### src/rtl/phase_done_gen.sv
// phase_done_gen: timed completion-pulse generator for the three-phase
// sequencer. After an accepted start it runs phases A, B and C back to back.
// Each phase lasts a latched, programmable number of cycles. A one-cycle
// registered done_a/done_b/done_c pulse is issued on the last edge of the
// matching phase.
//
// Optional build macro: PHASE_HOLD_EN adds a 'hold' input. While hold is
// high, the counter and state are frozen during a run. With the macro
// undefined, the counter always runs.
module phase_done_gen #(
  parameter int CNT_W = 8
) (
  input  logic             clk,
  input  logic             reset,
  input  logic             start,
  input  logic             abort,
`ifdef PHASE_HOLD_EN
  input  logic             hold,
`endif
  input  logic [CNT_W-1:0] len_a,
  input  logic [CNT_W-1:0] len_b,
  input  logic [CNT_W-1:0] len_c,
  output logic             done_a,
  output logic             done_b,
  output logic             done_c,
  output logic             busy,
  output logic [1:0]       phase
);

  // State codes double as the externally visible phase number.
  typedef enum logic [1:0] {
    IDLE  = 2'd0,
    RUN_A = 2'd1,
    RUN_B = 2'd2,
    RUN_C = 2'd3
  } state_e;

  state_e           state_q, state_d;
  logic [CNT_W-1:0] cnt_q, cnt_d;
  logic [CNT_W-1:0] len_b_q, len_b_d;
  logic [CNT_W-1:0] len_c_q, len_c_d;
  logic             done_a_q, done_a_d;
  logic             done_b_q, done_b_d;
  logic             done_c_q, done_c_d;
  logic             hold_act;

`ifdef PHASE_HOLD_EN
  assign hold_act = hold;
`else
  assign hold_act = 1'b0;
`endif

  // A programmed length of zero runs as a one-cycle phase.
  function automatic logic [CNT_W-1:0] eff_len(input logic [CNT_W-1:0] len);
    return (len == '0) ? CNT_W'(1) : len;
  endfunction

  // Next-state logic: accept start, count down, and advance through the phases.
  always_comb begin
    // NOTE: every output of this block gets a default first so no path leaves
    // a signal unassigned, which would infer a latch.
    state_d  = state_q;
    cnt_d    = cnt_q;
    len_b_d  = len_b_q;
    len_c_d  = len_c_q;
    done_a_d = 1'b0;
    done_b_d = 1'b0;
    done_c_d = 1'b0;

    if (state_q == IDLE) begin
      // Abort in the same cycle as start vetoes the run.
      if (start && !abort) begin
        state_d = RUN_A;
        cnt_d   = eff_len(len_a);
        len_b_d = eff_len(len_b);
        len_c_d = eff_len(len_c);
      end
    end else if (abort) begin
      // Abort beats a coinciding phase completion, so no pulse is issued.
      state_d = IDLE;
      cnt_d   = '0;
    end else if (!hold_act) begin
      if (cnt_q <= CNT_W'(1)) begin
        // This is the phase's last edge: pulse done and load the next phase.
        unique case (state_q)
          RUN_A: begin
            state_d  = RUN_B;
            cnt_d    = len_b_q;
            done_a_d = 1'b1;
          end
          RUN_B: begin
            state_d  = RUN_C;
            cnt_d    = len_c_q;
            done_b_d = 1'b1;
          end
          default: begin
            state_d  = IDLE;
            cnt_d    = '0;
            done_c_d = 1'b1;
          end
        endcase
      end else begin
        cnt_d = cnt_q - CNT_W'(1);
      end
    end
  end

  // State, counter, latched lengths and done pulse registers.
  always_ff @(posedge clk or posedge reset) begin
    if (reset) begin
      state_q  <= IDLE;
      cnt_q    <= '0;
      len_b_q  <= '0;
      len_c_q  <= '0;
      done_a_q <= 1'b0;
      done_b_q <= 1'b0;
      done_c_q <= 1'b0;
    end else begin
      // NOTE: non-blocking assignments make all registers update together
      // from values sampled before the edge, so there are no ordering races.
      state_q  <= state_d;
      cnt_q    <= cnt_d;
      len_b_q  <= len_b_d;
      len_c_q  <= len_c_d;
      done_a_q <= done_a_d;
      done_b_q <= done_b_d;
      done_c_q <= done_c_d;
    end
  end

  assign done_a = done_a_q;
  assign done_b = done_b_q;
  assign done_c = done_c_q;
  assign busy   = (state_q != IDLE);
  assign phase  = state_q;

endmodule

### config.mk
export PLATFORM = sky130hd
export DESIGN_NAME = phase_done_gen
export DESIGN_NICKNAME = d
export VERILOG_FILES = /design/src/rtl/phase_done_gen.sv
export SDC_FILE = /design/constraint.sdc
export NUM_CORES = 1
export LEC_CHECK = 0
export ABC_AREA = 0
export CAP_MARGIN = 20
export CORE_MARGIN = 2
export CORE_UTILIZATION = 33
export CTS_BUF_LIST = sky130_fd_sc_hd__clkbuf_16
export DETAILED_ROUTE_END_ITERATION = 8
export HOLD_SLACK_MARGIN = 0.12
export REMOVE_ABC_BUFFERS = 1
export SYNTH_ARGS = -nofsm -noshare
export SYNTH_HDL_FRONTEND = slang
export SYNTH_SLANG_ARGS = --single-unit
export TNS_END_PERCENT = 50
### constraint.sdc
create_clock -name clk -period 4.32 [get_ports clk]
set_clock_uncertainty 0.05 [all_clocks]
set_input_delay 0.648 -clock clk [delete_from_list [all_inputs] [get_ports clk]]
set_output_delay 0.648 -clock clk [all_outputs]
set_load 0.02 [all_outputs]
Yosys cells after proc, flatten, opt, wreduce, memory -nomap -nowiden --
Index checks and enable logic that the tools add are counted. W data, S select, Z words.
Storage, ports and cells: RAM bits 0, logic and storage cells 48, register bits after elaboration 29, bits in latches 0, ROM bits 0, memories kept 0
Cells by class: eq/ne operators 3, magnitude comparators 1, multipliers 0, shift-type cells 0, bitwise logic cells 0, div/mod/pow operators 0, add/sub/neg operators 1, mux-type cells 25, reductions and logical operators 11
Operator list (number):
- $mux W8 | 7
- $logic_not A8 Y1 | 3
- $pmux W8 S2 | 1
- $mux W1 | 12
- $le A8 B1 Y1 const B | 1
- $mux W2 | 4
- $sub A8 B1 Y8 const B | 1
- $pmux W2 S2 | 1
- $reduce_and A2 Y1 | 2
- $reduce_bool A3 Y1 | 1
- $eq A2 B1 Y1 const B | 1
- $eq A2 B2 Y1 const B | 1
- $logic_not A2 Y1 | 1
- $ne A2 B1 Y1 const B | 1
- $reduce_bool A2 Y1 | 1
- $reduce_or A2 Y1 | 1
- $logic_and A1 B1 Y1 | 1
- $logic_not A1 Y1 | 1

Depth between registers and ports, before layout --
word-level depth 6, mapped depth 7

Worst setup path before layout --
No wires, ideal clock.
path type register -> output, start register state_q[0], in the netlist phase[0], end output busy, data required time 3622 ps, arrival time 1303 ps, setup slack 2319 ps, buffers on the path 1, stages on the path, launching flop included 5, path through dfrtp_1 inv_1 ha_1 clkbuf_1 clkinv_1
On the way: cells in the longest elaborated chain, start to end 1
RTL lines:
- start: declaration | line 38 | state_e state_q, state_d;
- start signal: assignment | line 121 | state_q <= state_d;
- $reduce_bool A2 Y1 | line 134 | assign busy = (state_q != IDLE);
- end: declaration | line 26 | output logic busy,
No other way between the ends.

Final worst setup path --
Same ends and word-level chain as after synthesis.

==> results.sh <==
export IMPL_final_common_cell="clkdlybuf4s50_1"
export IMPL_numPortBuffers=33
export IMPL_cts_sinks=29
export IMPL_syn_to_final_growth_pct=33.2
export IMPL_yosysWarnings=0
export IMPL_hold_buffers=0
export IMPL_path_class="reg2out"
export IMPL_drive_gt1_frac=0.0960
export IMPL_worstPathArrival_ns=2.21
export IMPL_required_ns=3.62
export IMPL_overflow=0
export IMPL_min_from="len_c_q[0]"
export IMPL_htree_levels=2
export IMPL_drt_iter0_drc=147
export IMPL_track_usage=0.167
export IMPL_syn_area_per_cell_um2=9.93
export IMPL_wl_met2_mm=1.87
export IMPL_cts_path_max_buffers=2
export IMPL_top_layer_used="met4"
export IMPL_period_share=0.672
export IMPL_vias=1430
export IMPL_fmaxAchievable_mhz=344
export IMPL_initial_utilization=0.344
export IMPL_cts_resized=0
export IMPL_cp_end_kind="output pin"
export IMPL_cts_tree="done"
export IMPL_worst_pin_slew_ns=0.756
export IMPL_whs_ns=0.431
export IMPL_dp_hpwl_mm=3.14
export IMPL_drtAntennaViolNets=0
export IMPL_min_path_type="reg2reg"
export IMPL_path_max_fanout=11
export IMPL_wl_met1_mm=1.93
export IMPL_synth_distinct_cells=48
export IMPL_synthArstFlopShare=1.00
export IMPL_wl_met3_um=281
export IMPL_grt_max_degree=21
export IMPL_critPathLaunchType="flop"
export IMPL_status="finished clean"
export IMPL_clock_latency_ns=0.27
export IMPL_reg2reg_from="cnt_q[0]"
export IMPL_drv_slew=0
export IMPL_synthCells=165
export IMPL_antenna_found_initial=0
export IMPL_cts_buffers=5
export IMPL_reg2reg_slack_ns=2.06
export IMPL_vdd_drop_max_mv=0.248
export IMPL_gp_congestion=0.865
export IMPL_ys_flop_type="dfrtp_1"
export IMPL_yosys_area_top_type="dfrtp_1"
export IMPL_via_per_inst=5.40
export IMPL_p_leak_nw=0.893
export IMPL_grt_pass1_wl_mm=6.92
export IMPL_nets=230
export IMPL_setup_ws_ns=1.42
export IMPL_dieHeight_um=74.5
export IMPL_path_clk_slew_ns=0.05
export IMPL_slew_headroom=0.495
export IMPL_startpoint="phase[0]"
export IMPL_power_density_nw_per_um2=658
export IMPL_post_synth_top_area_fraction=0.443
export IMPL_synthTopCellsByArea="dfrtp_1 (44%), mux2_2 (6.9%), ha_1 (3.8%)"
export IMPL_rows=25
export IMPL_ys_ff_latch=29
export IMPL_die_width_um=74.5
export IMPL_grt_pass1_vias=1458
export IMPL_netlist_area_um2=1640
export IMPL_num_antenna_cells=0
export IMPL_cts_post_setup_buffers_inserted=0
export IMPL_min_period_ns=2.90
export IMPL_drt_first_pass_iters=4
export IMPL_final_cell_mix="clkdlybuf4s50_1 (33), dfrtp_1 (29), nand2_1 (12), nor2_1 (11), mux2_2 (10)"
export IMPL_core_um2=4750
export IMPL_die_area_um2=5540
export IMPL_wl_per_cell_um=15.7
export IMPL_rsz0062_at_grt="false"
export IMPL_io_pins=34
export IMPL_routed_wl_mm=4.16
export IMPL_cts_root_buf="clkbuf_16"
export IMPL_synth_edf_count=0
export IMPL_setup_tns_ns=0
export IMPL_power_mw=1.44
export IMPL_drv_cap=0
export IMPL_seq_area_frac_synth=0.443
export IMPL_pre_cts_ws_ns=1.56
export IMPL_drc=0
export IMPL_setup_viol_count_final=0
export IMPL_hold_violations=0
registers in the layout, indices dropped and copies added, names as in the netlist:
signal   cells
cnt_q        8
len_b_q      8
len_c_q      8
phase        2
done_a       1
done_b       1
done_c       1
cells by family after synthesis:
kind of cell,count (synthesis),synth area share
simple gates,51,0.159
compound gates,43,0.189
flops,29,0.443
buf+inv,18,0.0435
mux,18,0.121
fa+ha+maj,5,0.0382
xor+xnor,1,0.00535
power by group:
| part | leakage, nW | total, mW | switching [mW] | internal, mW |
|---|---|---|---|---|
| Clock | 0.0687 | 0.321 | 0.114 | 0.207 |
| Sequential | 0.360 | 0.486 | 0.0972 | 0.389 |
| Combinational | 0.464 | 0.628 | 0.344 | 0.285 |
| Total | 0.893 | 1.44 | 0.555 | 0.881 |
cell usage after synthesis (2+ instances only):
cell and n:
a221o_1 2, nor2_1 11, or3_1 3, mux2i_1 3, a22oi_1 2, clkbuf_1 7
nand3_1 2, a22o_1 6, mux2_1 5, nor3_1 7, ha_1 5, mux2_2 10
a32oi_1 2, and3_1 2, a21oi_1 6, buf_2 3, nor4_1 4, o32ai_1 2
nand2_1 12, o22ai_1 2, dfrtp_1 29, o21ai_0 8, inv_1 7
stage by stage:
stage	util	instance area, um2	std cells
finish	0.459	2180	265
global route	0.459	2180	265
CTS	0.458	2180	264
detailed placement	0.429	2040	256
global placement	0.423	2010	255
floorplan	-	1600	155
worst max-delay path, cell delays in order (launching register included):
cell and delay (ns):
dfrtp_1 0.44, inv_1 0.11, ha_1 0.39, clkinv_1 0.36, clkdlybuf4s50_1 0.63
worst paths after layout:
| kind | cells after the start | end |
|---|---|---|
| worst max-delay path | 4 | busy |
| worst min-delay path | 2 | len_c_q[0] |
| worst max register to register | 7 | cnt_q[1] |
| worst min register to register | 2 | len_c_q[0] |
| max in group asynchronous | 3 | len_c_q[5] |
| min in group asynchronous | 2 | cnt_q[7] |
area by class of cell:
cell class	instances	area, um2
Inverter	8	30.0
Tap cell	67	83.8
Fill cell	463	2570
Multi-Input combinational cell	118	841
Timing Repair Buffer	35	363
Sequential cell	29	726
Clock buffer	5	125
Clock inverter	3	12.5
routing by layer:
layer / global-route usage / vias to the layer above
li1: - / 679
met5: 0 / -
met3: 0.0447 / 13
met2: 0.255 / 69
met4: 0.0754 / 0
met1: 0.221 / 669
No activity file was read; power rests on OpenSTA's default activity.
